--- src/rtl/spart_tx.sv ---
// spart_tx: transmit half of the SPART.
// Decodes driver writes to the tx buffer and baud divisor, runs a free-running
// baud-tick generator and serializes buffered bytes onto txd, LSB first.
// Optional build macro: SPART_TX_PARITY_EN inserts an even-parity bit between
// data bit 7 and the stop bit (8E1 instead of 8N1).
//
// state  | meaning
// IDLE   | line high, waiting for a tick with the buffer full
// START  | start bit (txd = 0)
// DATA   | data bits, LSB first, bit_idx counts 0..7
// PARITY | even parity of the byte (only with SPART_TX_PARITY_EN)
// STOP   | stop bit (txd = 1); may chain straight into START
module spart_tx #(
    parameter logic [15:0] DEFAULT_DIV = 16'd5207
) (
    input  logic       clk,
    input  logic       rst,
    input  logic       iocs,
    input  logic       iorw,
    input  logic [1:0] ioaddr,
    input  logic [7:0] databus,
    output logic       txd,
    output logic       tbr,
    output logic       tx_busy
);

`ifdef SPART_TX_PARITY_EN
    typedef enum logic [2:0] {IDLE, START, DATA, PARITY, STOP} state_t;
`else
    typedef enum logic [2:0] {IDLE, START, DATA, STOP} state_t;
`endif

    state_t      state;
    logic [15:0] div_reg;
    logic [15:0] div_new;
    logic [15:0] baud_cnt;
    logic        tick;
    logic        bus_wr;
    logic        buf_wr;
    logic        div_lo_wr;
    logic        div_hi_wr;
    logic [7:0]  buf_data;
    logic [7:0]  shift;
    logic [2:0]  bit_idx;
`ifdef SPART_TX_PARITY_EN
    logic        par_bit;
`endif

    assign bus_wr    = iocs && !iorw;
    assign buf_wr    = bus_wr && (ioaddr == 2'b00);
    assign div_lo_wr = bus_wr && (ioaddr == 2'b10);
    assign div_hi_wr = bus_wr && (ioaddr == 2'b11);
    assign tick      = (baud_cnt == 16'd0);

    // Merge the written byte into the divisor so the counter can reload the full new value.
    always_comb begin
        div_new = div_reg;
        if (div_lo_wr) div_new[7:0]  = databus;
        if (div_hi_wr) div_new[15:8] = databus;
    end

    // Divisor register, updated a byte at a time.
    always_ff @(posedge clk) begin
        if (rst) begin
            div_reg <= DEFAULT_DIV;
        end else if (div_lo_wr || div_hi_wr) begin
            div_reg <= div_new;
        end
    end

    // Free-running baud down-counter; a divisor write restarts the current bit period.
    always_ff @(posedge clk) begin
        if (rst) begin
            baud_cnt <= DEFAULT_DIV;
        end else if (div_lo_wr || div_hi_wr) begin
            baud_cnt <= div_new;
        end else if (tick) begin
            baud_cnt <= div_reg;
        end else begin
            baud_cnt <= baud_cnt - 16'd1;
        end
    end

    // Tx buffer, frame FSM and registered line outputs.
    always_ff @(posedge clk) begin
        if (rst) begin
            state    <= IDLE;
            txd      <= 1'b1;
            tbr      <= 1'b1;
            tx_busy  <= 1'b0;
            buf_data <= 8'h00;
            shift    <= 8'h00;
            bit_idx  <= 3'd0;
`ifdef SPART_TX_PARITY_EN
            par_bit  <= 1'b0;
`endif
        end else begin
            // Writes are judged against registered tbr; a load on the same edge
            // only happens when tbr is 0, so the two never collide.
            if (buf_wr && tbr) begin
                buf_data <= databus;
                tbr      <= 1'b0;
            end
            case (state)
                IDLE: begin
                    txd     <= 1'b1;
                    tx_busy <= 1'b0;
                    if (tick && !tbr) begin
                        shift   <= buf_data;
                        tbr     <= 1'b1;
                        state   <= START;
                        txd     <= 1'b0;
                        tx_busy <= 1'b1;
`ifdef SPART_TX_PARITY_EN
                        par_bit <= ^buf_data;
`endif
                    end
                end
                START: begin
                    if (tick) begin
                        state   <= DATA;
                        bit_idx <= 3'd0;
                        txd     <= shift[0];
                    end
                end
                DATA: begin
                    if (tick) begin
                        shift   <= {1'b0, shift[7:1]};
                        bit_idx <= bit_idx + 3'd1;
                        if (bit_idx == 3'd7) begin
`ifdef SPART_TX_PARITY_EN
                            state <= PARITY;
                            txd   <= par_bit;
`else
                            state <= STOP;
                            txd   <= 1'b1;
`endif
                        end else begin
                            txd <= shift[1];
                        end
                    end
                end
`ifdef SPART_TX_PARITY_EN
                PARITY: begin
                    if (tick) begin
                        state <= STOP;
                        txd   <= 1'b1;
                    end
                end
`endif
                STOP: begin
                    if (tick) begin
                        if (!tbr) begin
                            shift   <= buf_data;
                            tbr     <= 1'b1;
                            state   <= START;
                            txd     <= 1'b0;
`ifdef SPART_TX_PARITY_EN
                            par_bit <= ^buf_data;
`endif
                        end else begin
                            state   <= IDLE;
                            txd     <= 1'b1;
                            tx_busy <= 1'b0;
                        end
                    end
                end
                default: begin
                    state   <= IDLE;
                    txd     <= 1'b1;
                    tx_busy <= 1'b0;
                end
            endcase
        end
    end

endmodule

--- config.mk ---
export PLATFORM = sky130hd
export DESIGN_NAME = spart_tx
export DESIGN_NICKNAME = d
export VERILOG_FILES = /design/src/rtl/spart_tx.sv
export SDC_FILE = /design/constraint.sdc
export NUM_CORES = 1
export LEC_CHECK = 0
export CORE_ASPECT_RATIO = 1.1
export CORE_MARGIN = 2
export CORE_UTILIZATION = 55
export DETAILED_ROUTE_END_ITERATION = 7
export DONT_BUFFER_PORTS = 1
export PLACE_DENSITY = 0.7
export SLEW_MARGIN = 10
export SYNTH_ARGS = -nofsm -noshare
export SYNTH_HDL_FRONTEND = slang
export SYNTH_SLANG_ARGS = --single-unit
--- constraint.sdc ---
create_clock -name clk -period 3.6 [get_ports clk]
set_input_delay 0.54 -clock clk [delete_from_list [all_inputs] [get_ports clk]]
set_output_delay 0.54 -clock clk [all_outputs]
set_load 0.05 [all_outputs]
# Word level (Yosys, flattened, before mapping)
# Index checks and enable logic that the tools add are counted.
[classes]
n_addsub = 2
eq_ne = 13
n_mux = 35
n_bitwise = 1
n_reduce_logical = 20
[ops]
columns = ["op", "count"]
rows = [
  ["2-to-1 mux 8 bit", 6],
  ["2-to-1 mux 16 bit", 2],
  ["case mux 8 bit (3 select lines)", 1],
  ["2-to-1 mux 3 bit", 7],
  ["zero test 16 bit", 1],
  ["subtractor 16 x 1 -> 16 bit (second input constant)", 1],
  ["2-to-1 mux 1 bit", 14],
  ["!= test 2 bit (second input constant)", 7],
  ["case mux 3 bit (4 select lines)", 1],
  ["AND reduction 5 bit", 2],
  ["AND reduction 3 bit", 3],
  ["== test 3 x 2 -> 1 bit (second input constant)", 2],
  ["logical AND 1 bit", 6],
  ["case mux 3 bit (2 select lines)", 1],
  ["== test 2 bit (second input constant)", 2],
  ["case mux 1 bit (4 select lines)", 1],
  ["adder 3 x 1 -> 3 bit (second input constant)", 1],
  ["== test 3 x 1 -> 1 bit (second input constant)", 1],
  ["== test 3 bit (second input constant)", 1],
  ["zero test 3 bit", 1],
  ["case mux 1 bit (3 select lines)", 1],
  ["nonzero test 3 bit", 1],
  ["zero test 1 bit", 2],
  ["zero test 2 bit", 1],
  ["5 further kinds", 5],
]
[word_totals]
regBits = 57

# Depth between registers and ports, before layout
# Gate-level depths: netlist of run 1.
[logic_depth]
depth_word = 8
mapped_depth = 8
ltp_nobuf = 7

# Least setup slack after synthesis of run 1
# No wires, ideal clock.
[synth_timing]
kind = "reg2reg"
startpoint = "register baud_cnt[0]"
endpoint = "register baud_cnt[6]"
setup_ps = 115
t_arrival_ps = 1807
t_required_ps = 3485
slack_ps = 1678
stages_incl_launch_ff = 8
synth_period_minus_slack_ps = 1922
path_cell_list = "dfxtp_1 -> inv_1 -> ha_1 -> nor4b_1 -> nand2_1 -> or2_1 -> or3_1 -> a31o_1"
[synth_between]
elab_chain_cells = 3
elab_cells_between_ends = 4
classes_between = "add/sub (1); mux (2); reduce/logical (1)"
[synth_lines]
columns = ["item", "line", "source"]
rows = [
  ["start, declared", "36", "logic [15:0] baud_cnt;"],
  ["start signal, assigned", "76", "baud_cnt <= div_new;"],
  ["start signal, assigned", "78", "baud_cnt <= div_reg;"],
  ["start signal, assigned", "80", "baud_cnt <= baud_cnt - 16'd1;"],
  ["subtractor 16 x 1 -> 16 bit or zero test 16 bit (tied branches)", "80, 53", ""],
  ["2-to-1 mux 16 bit *", "77", "end else if (tick) begin"],
  ["2-to-1 mux 16 bit *", "75", "end else if (div_lo_wr || div_hi_wr) begin"],
]
# Every way passes the cells marked *; elsewhere a longest branch is shown, timed or not.
# A chain may end at the register's enable or synchronous reset.

# Worst setup path in the final report of run 1
# Ends and elaborated chain as after synthesis.

==> run summary, run 1 <==
After synthesis, the share of flip-flops with an asynchronous set or reset is 0%. The count of nets left with antenna violations once routing finished came out at 0. The type of the worst min-delay path is input port to register. The aggregate global-route resource usage came out at 24.0%. The final RePlAce weighted congestion came out at 0.951. The maximum achievable frequency is 424 MHz. The die is 73.4 µm wide. The headroom to the max-slew limit came out at 55.5%. The area growth from synthesis to layout is 4.16%. The largest net degree at the start of global routing came out at 51. The compound-gate portion of the synthesized area is 18.5%. Data on the critical path is required at its endpoint by 3.80 ns. The die span in y is 80.3 µm.

In this run the worst path has a maximum fanout of 12. The placeable core region is 0.00507 mm². The total routed wirelength is 6480 µm. The total grt overflow is 0. The buffer type at the clock tree root is sky130_fd_sc_hd__clkbuf_8. The footprint of the flip-flops and latches is 0.00112 mm². After clock tree synthesis, the clock-pin slew on the worst setup and hold paths is 0.10 ns.

During placement, the flow inserted port buffers numbering 0. The die area is 0.00590 mm². The via-per-instance ratio came out at 6.13. The post-synthesis net count is 354.

The total power per unit cell area came out at 375 mW/mm². The I/O pin count came out at 17. The leakage power figure came out at 1.15 nW. Leaving out fill and tap cells, the most frequent cell in the layout is sky130_fd_sc_hd__dfxtp_1. The deepest clock path buffer count came out at 2. The level count of the clock H-tree came out at 2. In the final design database the tool counted 345 nets. After layout, the worst path uses 65.4% of the clock period.

The worst-case vdd ir drop is 0.206 mV. The total number of clock tree sinks came out at 56. Setup violations remaining at the end of the flow were counted as 0. The area of placed instances is 0.00293 mm². After technology mapping, the gate count stands at 332. The worst setup path is launched from a register.

The flow ran to the end, and the final reports show no timing, DRC or antenna violations. The area share of and/or/nand/nor cells after synthesis came out at 21.9%. The multi-input combinational cells in the finished layout cover a total of 0.00168 mm². The post-route DRC violation count is 0. The DRC marker count from the first detailed-route iteration came out at 245. Gates resized during post-CTS repair numbered 0. The count of flip-flops with a built-in enable after synthesis came out at 0. The total of warnings raised by yosys came out at 0. The number of endpoints with negative hold slack in the final report came out at 0.

The share of synthesized area spent on multiplexers is 11.9%. For the final routed database, the setup TNS stands at 0 ns. The number of register bits inferred by synthesis is 56. Data on the critical path arrives at its endpoint at 2.56 ns.

The via count came out at 2340. The max-slew violation count came out at 0. The final instance area came out at 0.00304 mm². 0 antenna diodes ended up in the layout. The minimum clock period is 2.36 ns. The cell depth of the worst flop-to-flop path is 7. The setup fix buffers added after clock tree synthesis came out at 0.

In the synthesized netlist the dominant register cell turns out to be sky130_fd_sc_hd__dfxtp_1. The share of cells above drive strength 1 came out at 8.02%. Setup repair after global routing left no endpoint under its margin. The final-layout fill cell count came out at 467. The number of different library cells used by synthesis comes to 56. After synthesis the cells add up to 0.00291 mm². The sequential fraction of the synthesis area is 38.5%. Cells fill 59.9% of the core in the end. The pin slew with the least headroom to its limit is 0.667 ns.

The later-pin clock latency in the skew report is 0.30 ns. The mean area per synthesized cell is 8.78 µm². The half-perimeter wire length after detailed placement is 4670 µm. The via count of the first global-routing pass came out at 2241. The hold path depth came out at 1.

STA classifies the critical path endpoint as a register. After synthesis, the largest family of logic cells by area is simple AND/OR/NAND/NOR gates. Between clock sinks in the finished design, the worst skew comes to 0.00998 ns.

The critical path in this run is classified as register to register. The initial antenna violation count came out at 0. The number of detailed-route iterations in the first pass came out at 4. The number of rows created at floorplan came out at 27. Max-cap violations in this run came to 0. After detailed routing, the average wire length per cell comes to 17.0 µm. The fraction of the mapped netlist area in adder cells came out at 3.43%. The XOR/XNOR share of the synthesized area came out at 1.80%. The initial utilization of the core area, before any placement, comes to 57.5%. In the layout the commonest cells are sky130_fd_sc_hd__dfxtp_1 (56), sky130_fd_sc_hd__nor2_1 (37), sky130_fd_sc_hd__mux2i_1 (30). The wire length of the first global-routing pass is 11100 µm. Buffers inserted during clock tree synthesis total 5. The CTS tree is built. The cts-stage hold buffer count came out at 0.
==> synth_stat cells, types with 4 or more instances <==
library cell	n	area share, %
sky130_fd_sc_hd__dfxtp_1	56	38
sky130_fd_sc_hd__nor2_1	37	4.8
sky130_fd_sc_hd__mux2i_1	30	10
sky130_fd_sc_hd__nand2_1	26	3.3
sky130_fd_sc_hd__a21oi_1	25	4.3
sky130_fd_sc_hd__o21ai_0	20	3.4
sky130_fd_sc_hd__clkbuf_1	13	1.7
sky130_fd_sc_hd__inv_1	10	1.3
sky130_fd_sc_hd__a211oi_1	8	2.1
sky130_fd_sc_hd__ha_1	8	3.4
sky130_fd_sc_hd__nor3_1	8	1.4
sky130_fd_sc_hd__a211o_1	6	1.8
sky130_fd_sc_hd__nand3_1	6	1.0
sky130_fd_sc_hd__nor2b_1	6	1.3
sky130_fd_sc_hd__a22o_1	4	1.2
sky130_fd_sc_hd__mux2_2	4	1.5
sky130_fd_sc_hd__nand2b_1	4	0.86
==> worst paths after layout <==
path	from	to	slack, ns
setup / recovery	baud_cnt[0]	baud_cnt[6]	1.24
hold reg to reg	div_reg[15]	div_reg[15]	0.48
setup reg to reg	baud_cnt[0]	baud_cnt[6]	1.24
hold / removal	rst	div_reg[5]	0.32
==> through the flow <==
stage          hold WS (ns)  instances  setup WS [ns]  power [mW]
4_1_cts               0.298        382           1.26        1.15
2_1_floorplan         0.444        332           1.68       0.740
6_report              0.325        382           1.24        1.14
5_1_grt               0.293        382           1.05        1.18
3_3_place_gp          0.449        374           1.36       0.748
3_5_place_dp          0.461        374           1.29       0.750
==> where the power goes <==
part / leakage (nW) / internal, mW / switching, mW
Combinational: 0.641 / 0.0406 / 0.0435
Sequential: 0.454 / 0.634 / 0.0179
Clock: 0.0552 / 0.207 / 0.196
==> cell type report <==
type,count,share of cell area (%)
Clock buffer,6,2.39
Clock inverter,2,1.15
Inverter,10,1.24
Multi-Input combinational cell,248,55.4
Sequential cell,56,36.9
Tap cell,58,2.39
Timing Repair Buffer,2,0.495
==> logic make-up after synthesis <==
group,count (synthesis)
DFF,56
AOI/OAI and AO/OA,83
xor gates and xnor gates,6
and+or+nand+nor,117
muxes,34
adders and majority gates,8
buffers and inverters,28
==> routing by layer <==
metal,global-route usage [%],vias up,routed length [µm]
met5,0,-,0
met4,4.55,0,35
met2,39.5,37,3070
met1,32.8,1114,3190
li1,-,1185,-
met3,4.77,4,186
==> critical path, stage by stage (launching register included) <==
cell and delay (ns):
sky130_fd_sc_hd__dfxtp_1 0.34, sky130_fd_sc_hd__inv_1 0.08, sky130_fd_sc_hd__ha_1 0.18, sky130_fd_sc_hd__nor4b_1 0.44, sky130_fd_sc_hd__nand2_1 0.13, sky130_fd_sc_hd__or2_1 0.44
sky130_fd_sc_hd__or3_1 0.42, sky130_fd_sc_hd__a31o_1 0.22
(Power assumes the default switching activity.)
==> run 2: changes to the inputs <==
Settings changed: PLACE_DENSITY 0.7 to 0.73.
Clock period 3.6 ns to 1.9 ns, I/O delays scaled along.
==> run 2 against run 1 <==
  * Sequential share of layout area decreased by 2.6 points
  * Die area unchanged
  * Register-to-register slack got worse by 1.2 ns
  * Combinational power increased by 130%
  * Via count increased by 6.7%
  * First-iteration DRC count decreased by 7.3%
  * Clock power increased by 97%
  * Flip-flop and latch count unchanged
  * Total power increased by 95%
  * Setup slack got worse by 1.2 ns
==> run summary, run 2 (synthesized netlist as in run 1, its figures left out) <==
The worst setup path is launched from a register. Summed over all layers, the routed wires come to 7140 µm. Headroom to the max-slew limit came out at 65.3%. In this run the core area contains 27 standard-cell rows. The share of cells above drive strength 1 came out at 16.2%.

The number of routed nets with antenna violations is 0. The overall power consumption is 2.22 mW. The number of hold buffers added after CTS was 0.

The run finished with clean final reports. The data arrival time of the critical path is 2.07 ns. Relative to the synthesized area, the layout overhead comes to 12.2%. The first global-routing pass estimated 11400 µm of wire. The minimum clock period is 1.86 ns. The H-tree was split into 2 levels. Detailed placement ended at an HPWL of 5050 µm. The later-pin clock latency in the skew report came out at 0.31 ns. The number of detailed-route iterations in the first pass came out at 5. The critical path goes through nor4_4, buf_4, nand3b_4, or2_1, or3_1, a31o_1. The placeable core region is 0.00507 mm².

On the worst path, the slowest cell contributes a delay of 0.37 ns. The area of placed instances is 0.00305 mm². The analysis attributes to cell leakage a power of 1.26 nW.

The number of endpoints with negative hold slack in the final report came out at 0. The number of setup violations in the final report came out at 0. The total instance count after detailed placement is 390. The total number of clock tree sinks came out at 56. The post-route clock period utilization is 97.9%. In this run the worst setup path begins at baud_cnt[6]. STA puts the critical path data required time at 2.11 ns. The tree is rooted in a sky130_fd_sc_hd__clkbuf_8. The via count of the first global-routing pass is 2312. The worst-case setup slack after placement came out at -0.0323 ns. The via-per-instance ratio came out at 6.19. The final setup slack of the worst path is 0.0396 ns. The clock transition at the register clock pins on the worst setup and hold paths after CTS came out at 0.10 ns. The filler-free cell count of the finished design is 403. The worst-path cell with the longest stage delay is sky130_fd_sc_hd__dfxtp_1. The worst-case vdd ir drop is 0.559 mV. The pin slew with the least headroom to its limit came out at 0.520 ns.

The critical path is of the register to register type. The number of port buffers came out at 0. Leaving out fill and tap cells, the most frequent cells in the layout are sky130_fd_sc_hd__dfxtp_1 (54), sky130_fd_sc_hd__nor2_1 (37), sky130_fd_sc_hd__mux2i_1 (30). The congestion estimate from routability-driven global placement came to 0.858.

Buffers inserted during clock tree synthesis total 5. The max-slew violation count was 0. The die span in y is 80.3 µm. The final core utilization is 64.5%. The final layout contains 366 nets. Pin placement for this block handled 17 I/O pins. The peak fanout along the critical path is 7. The library cell used most frequently in the layout, excluding fill and tap cells, is sky130_fd_sc_hd__dfxtp_1. No sink is reached through more buffers than the 2 on the longest clock path. The total power per unit cell area is 680 mW/mm². After detailed routing, the number of remaining DRC violations is 0. The final routed wire length divided by cell count came out at 17.7 µm.

The aggregate global-route resource usage came out at 25.1%. Setup total negative slack on the finished layout was measured at 0 ns. The minimum hold slack is 0.0586 ns.

The first routing iteration left 227 violations. Clock skew on the completed layout was measured at 0.00953 ns. The startpoint identified for the worst register-to-register timing path is baud_cnt[6]. The final instance area is 0.00327 mm².

The starting utilization of the core area is 57.5%. The final-layout fill cell count is 433. The largest net degree at the start of global routing is 51. The die covers 0.00590 mm². Across all layers, the routed design uses 2496 vias. The die is 73.4 µm wide. The number of antenna diodes in the final layout is 0.

Static timing analysis puts the maximum clock frequency at 538 MHz. The total grt overflow is 0. Setup repair after global routing could not meet its margin everywhere. In this run the most critical hold path is launched from rst. The tool flagged a number of max-cap violations equal to 0. The type of the worst min-delay path is input port to register. The worst setup path is captured at a register. TritonCTS built the clock tree. The initial antenna violation count is 0.
-- run 2: changes by cell type in the layout (fill, tap and decap cells not counted), moves of 2 or more --
cell,change
sky130_fd_sc_hd__nor4b_4,+3
sky130_fd_sc_hd__nor4b_2,-2
sky130_fd_sc_hd__inv_2,+2
sky130_fd_sc_hd__dfxtp_2,+2
sky130_fd_sc_hd__inv_1,-2
sky130_fd_sc_hd__buf_4,+19
sky130_fd_sc_hd__dfxtp_1,-2
-- run 2: critical path, delay by kind of cell, from the launching register on --
kind | cells | cell delay (ns)
simple gates | 4 | 0.97
compound gates | 1 | 0.22
buf+inv | 1 | 0.20
flops | 1 | 0.37
-- run 2: power by group --
group	internal (mW)	leakage (nW)	total, mW	switching, mW
Clock	0.398	0.0548	0.795	0.398
Combinational	0.0948	0.754	0.194	0.0988
Sequential	1.20	0.454	1.23	0.0302
Total	1.70	1.26	2.22	0.527
-- run 2: path summary, 6_finish.rpt --
check	endpoint	slack (ns)	cells past startpoint
min reg2reg	div_reg[15]	0.47	2
min	div_reg[15]	0.06	1
max reg2reg	baud_cnt[6]	0.04	6
max	baud_cnt[6]	0.04	6
-- run 2: layout make-up --
class / count / area (µm²) / share of cell area, %
multi-input cells: 249 / 1750 / 53.6
flip-flops and latches: 56 / 1120 / 34.4
repair buffers: 22 / 169 / 5.17
well taps: 58 / 72.6 / 2.22
clock buffers: 5 / 68.8 / 2.10
clock inverters: 3 / 46.3 / 1.42
inverters: 10 / 37.5 / 1.15
-- run 2: repair_timing --
action	in CTS	in global routing
resized for setup	4	11
pin swaps	0	4
gates cloned	0	1
buffers inserted	0	4
endpoints found under the setup margin	10	26
-- run 2: layer usage --
metal	wire, µm	global-route usage (%)
met1	3090	32.7
met2	3480	40.6
met3	365	4.02
met4	195	11.1
met5	0	0
==> run 3: changes to the inputs <==
Settings changed: ABC_AREA from default to 1, CORE_MARGIN 2 to 5.
==> run 3 against run 2 <==
  * Die area rose by 17%
  * Clock power fell by 3.3%
  * Sequential share of layout area rose by 1.4 points
  * Total power rose by 65%
  * Largest power group unchanged
  * Synthesized cell count rose by 29%
  * Critical path depth rose by 5
  * Count of clock-buffer cells in the layout rose by 1
  * Combinational power rose to 7.0 times the previous value
  * Design area fell by 4.0%
  * Via count rose by 7.1%
  * Global-route usage fell by 4.1 points
  * Fmax rose by 8.1%
  * Largest cell class unchanged
==> run summary, run 3 <==
The run finished with clean final reports. Port buffering added 0 buffers. Yosys mapped a number of flops with a built-in enable equal to 0.

The endpoint kind of the worst setup timing path is a register. The clock net in this run drives a total of 56 sinks. The number of detailed-route iterations in the first pass came out at 5. The met3 usage in global routing came out at 5.09%. The minimum hold slack came out at 0.0432 ns.

The total of warnings raised by yosys came out at 0. Across the VDD grid, the largest voltage drop is 0.934 mV. Detailed placement finished with a half-perimeter wire length of 4950 µm. In the global route stage, met2 resource usage came out at 32.8%. For the worst-skew pair, the clock arrives at the later sink with an insertion delay of 0.31 ns. The cell type contributing the most total cell area after synthesis is sky130_fd_sc_hd__dfxtp_1. The minimum clock period came out at 1.72 ns. The final core utilization is 59.3%.

The level count of the clock H-tree came out at 2. The via count of the first global-routing pass was 2465. The CTS tree is built. The cell-internal power is 2.25 mW. The final net count is 453. The die area came out at 0.00692 mm². The critical path runs through a total of 11 cells. The final RePlAce weighted congestion is 0.893.

The most numerous cell type found on the critical path is sky130_fd_sc_hd__nor2_1. The worst clock skew came out at 0.00475 ns. The footprint of the flip-flops and latches is 0.00112 mm². The horizontal extent of the die came out at 79.8 µm. The most common cell in the synthesized netlist is sky130_fd_sc_hd__nand2_1. The count of nets left with antenna violations once routing finished came out at 0. The share of the synthesized area in the top cell type came out at 38.1%. After clock tree synthesis, the clock-pin slew on the worst setup and hold paths is 0.10 ns. The total grt overflow came out at 0. The number of diodes is 0. The flip-flop cell with the highest count after synthesis is sky130_fd_sc_hd__dfxtp_1. The via-per-instance ratio is 5.27. The DRC marker count from the first detailed-route iteration came out at 192. Yosys mapped the design onto 34 distinct sky130hd cell types. The wire length of the first global-routing pass came out at 11500 µm. The post-synthesis net count is 450.

The cell depth of the worst flop-to-flop path is 11. For this design the ratio of total power to cell area is 1170 mW/mm². The type of the worst min-delay path is input port to register. Sorting the synthesized cells by how often they occur yields sky130_fd_sc_hd__nand2_1 (106), sky130_fd_sc_hd__dfxtp_1 (56), sky130_fd_sc_hd__inv_1 (55), sky130_fd_sc_hd__nor2_1 (49), sky130_fd_sc_hd__o21ai_0 (39). Grouping stages by cell kind, the critical path spends the most delay in simple AND/OR/NAND/NOR gates.

The peak fanout along the critical path is 24. Among all stages on the critical path, the largest delay is contributed by sky130_fd_sc_hd__dfxtp_1. The met1 track demand over resource in global routing is 28.0%. For this design the total switching power over the nets is 1.42 mW.

The number of setup violations in the final report is 0. The number of register bits inferred by synthesis came out at 56. The gate count of the mapped netlist is 428.

The post-route clock period utilization came out at 90.6%. The share of cells above drive strength 1 came out at 9.49%. The post-route DRC violation count came out at 0. After detailed routing, the average wire length per cell comes to 13.2 µm. At the pin with the least slew margin, the transition time is 0.527 ns.

Sorting the synthesized cells by area gives the leading types as sky130_fd_sc_hd__dfxtp_1 (38%), sky130_fd_sc_hd__nand2_1 (14%), sky130_fd_sc_hd__inv_1 (7.0%), sky130_fd_sc_hd__o21ai_0 (6.6%), sky130_fd_sc_hd__nor2_1 (6.2%). The delay of the slowest cell on the worst path came out at 0.32 ns. The clock passes through at most 2 buffers. The hold path depth came out at 1. The I/O pin count came out at 17. The number of endpoints with negative hold slack in the final report came out at 0. The via count is 2672. Walking the worst path, the cells encountered are inv_1, ha_1, inv_1, nor2_1, nand3_1, nor2_1, nand2_4, a21oi_2, nand2_1, nand2_1, nor2_1.

The number of rows created at floorplan is 28. The maximum achievable frequency came out at 581 MHz. The setup check on the worst reg-to-reg path leaves a slack of 0.18 ns.

The proportion of total power due to net switching is 38.7%. The starting utilization of the core area came out at 55.7%. The max-slew violation count came out at 0. The multi-input gate area in the final layout came out at 0.00153 mm². met2 is the most crowded layer. The critical path class is register to register. The buffer type at the clock tree root is sky130_fd_sc_hd__clkbuf_8.

The die is 86.8 µm tall. The critical path data required time came out at 2.11 ns. The number of violations of the max-capacitance limit is 0. The final-layout fill cell count came out at 511. The headroom to the max-slew limit came out at 64.8%. The mean area per synthesized cell is 6.88 µm². The layout-stage area growth over the synthesis result came out at 6.54%. The part of the power in combinational logic is 36.9%. The library cell used most frequently in the layout, excluding fill and tap cells, is sky130_fd_sc_hd__nand2_1. In the layout the commonest cells are sky130_fd_sc_hd__nand2_1 (106), sky130_fd_sc_hd__dfxtp_1 (56), sky130_fd_sc_hd__inv_1 (55). The synthesized netlist occupies a cell area of 0.00295 mm². The initial antenna violation count came out at 0. The total buffers and inverters traversed by the critical path came out at 2. Hold repair after CTS inserted 0 buffers. Across every metal layer, demand over resource in global routing totals 21.0%. The register share of total power is 42.2%. Setup repair after global routing could not meet its margin everywhere. The number of buffers inserted during clock tree synthesis is 5.

The largest net degree at the start of global routing came out at 32. The worst setup path is launched from a register. The data arrival time of the critical path came out at 1.93 ns. The placeable core region came out at 0.00529 mm². The routed design has 6670 µm of wire. The clock network is responsible for 21.0% of the overall power.

The analysis attributes to cell leakage a power of 1.46 nW. The sequential fraction of the synthesis area is 38.1%. For this run, asynchronously set or reset flops after synthesis account for 0%.
## run 3: cell types whose count changed after synthesis, moves of 7 or more
| cell | previous run | this run |
|---|---|---|
| sky130_fd_sc_hd__a211oi_1 | 8 | 1 |
| sky130_fd_sc_hd__nor2_1 | 37 | 49 |
| sky130_fd_sc_hd__clkbuf_1 | 13 | 4 |
| sky130_fd_sc_hd__o21ai_0 | 20 | 39 |
| sky130_fd_sc_hd__nand3_1 | 6 | 28 |
| sky130_fd_sc_hd__mux2i_1 | 30 | 1 |
| sky130_fd_sc_hd__nand2_1 | 26 | 106 |
| sky130_fd_sc_hd__inv_1 | 10 | 55 |
| sky130_fd_sc_hd__o211ai_1 | 0 | 10 |
## run 3: area by class of cell
class	instances	share of cell area, %
flip-flops and latches	56	35.7
well taps	75	2.99
multi-input cells	302	48.8
inverters	56	6.70
clock inverters	2	1.12
clock buffers	6	2.31
repair buffers	10	2.39
## run 3: worst reg2reg max path, stage by stage, from the launching register on
cell and delay, ns:
sky130_fd_sc_hd__dfxtp_1 0.32, sky130_fd_sc_hd__inv_1 0.08, sky130_fd_sc_hd__ha_1 0.17, sky130_fd_sc_hd__inv_1 0.04
sky130_fd_sc_hd__nor2_1 0.08, sky130_fd_sc_hd__nand3_1 0.07, sky130_fd_sc_hd__nor2_1 0.17, sky130_fd_sc_hd__nand2_4 0.20
sky130_fd_sc_hd__a21oi_2 0.31, sky130_fd_sc_hd__nand2_1 0.09, sky130_fd_sc_hd__nand2_1 0.06, sky130_fd_sc_hd__nor2_1 0.04
## run 3: worst paths after layout
check / to / startpoint
setup reg to reg: bit_idx[1] / baud_cnt[1]
setup / recovery: bit_idx[1] / baud_cnt[1]
hold reg to reg: buf_data[1] / buf_data[1]
hold / removal: div_reg[8] / rst
## run 3: power by group through the flow
stage               clock, mW  combinational [mW]  sequential, mW
finish                  0.769                1.35            1.55
global route            0.837                1.56            1.57
CTS                     0.790                1.35            1.55
detailed placement          0                1.34            1.57
global placement            0                1.30            1.56
floorplan                   0                1.12            1.56
## run 3: what timing repair did
item / 4_1_cts / 5_1_grt
buffers inserted: 0 / 0
endpoints found under the setup margin: 0 / 16
resized for setup: 0 / 1
## run 3: logic make-up (layout without fill, tap and decap cells)
logic type / count (synthesis) / in the layout / share of synthesized area [%]
adders and majority gates: 8 / 8 / 3.40
xor gates and xnor gates: 5 / 5 / 1.49
and+or+nand+nor: 210 / 210 / 31.2
DFF: 56 / 56 / 38.1
buffers and inverters: 70 / 74 / 10.2
AOI/OAI and AO/OA: 78 / 78 / 15.4
muxes: 1 / 1 / 0.340
## run 3: layer usage
| metal | wire [µm] | part of all wire (%) |
|---|---|---|
| met3 | 504 | 7.6 |
| met5 | 0 | 0 |
| met4 | 127 | 1.9 |
| met1 | 3090 | 46 |
| met2 | 2960 | 44 |
## run 3: metrics by stage
stage | cells | instance area (µm²) | setup WS (ns) | TNS (ns) | power (mW)
floorplan | 428 | 2950 | 0.416 | 0 | 2.68
detailed placement | 499 | 3030 | 0.125 | 0 | 2.91
global route | 507 | 3140 | -0.0248 | -0.0632 | 3.97
global placement | 499 | 3030 | 0.201 | 0 | 2.86
finish | 507 | 3140 | 0.179 | 0 | 3.67
CTS | 507 | 3130 | 0.123 | 0 | 3.69
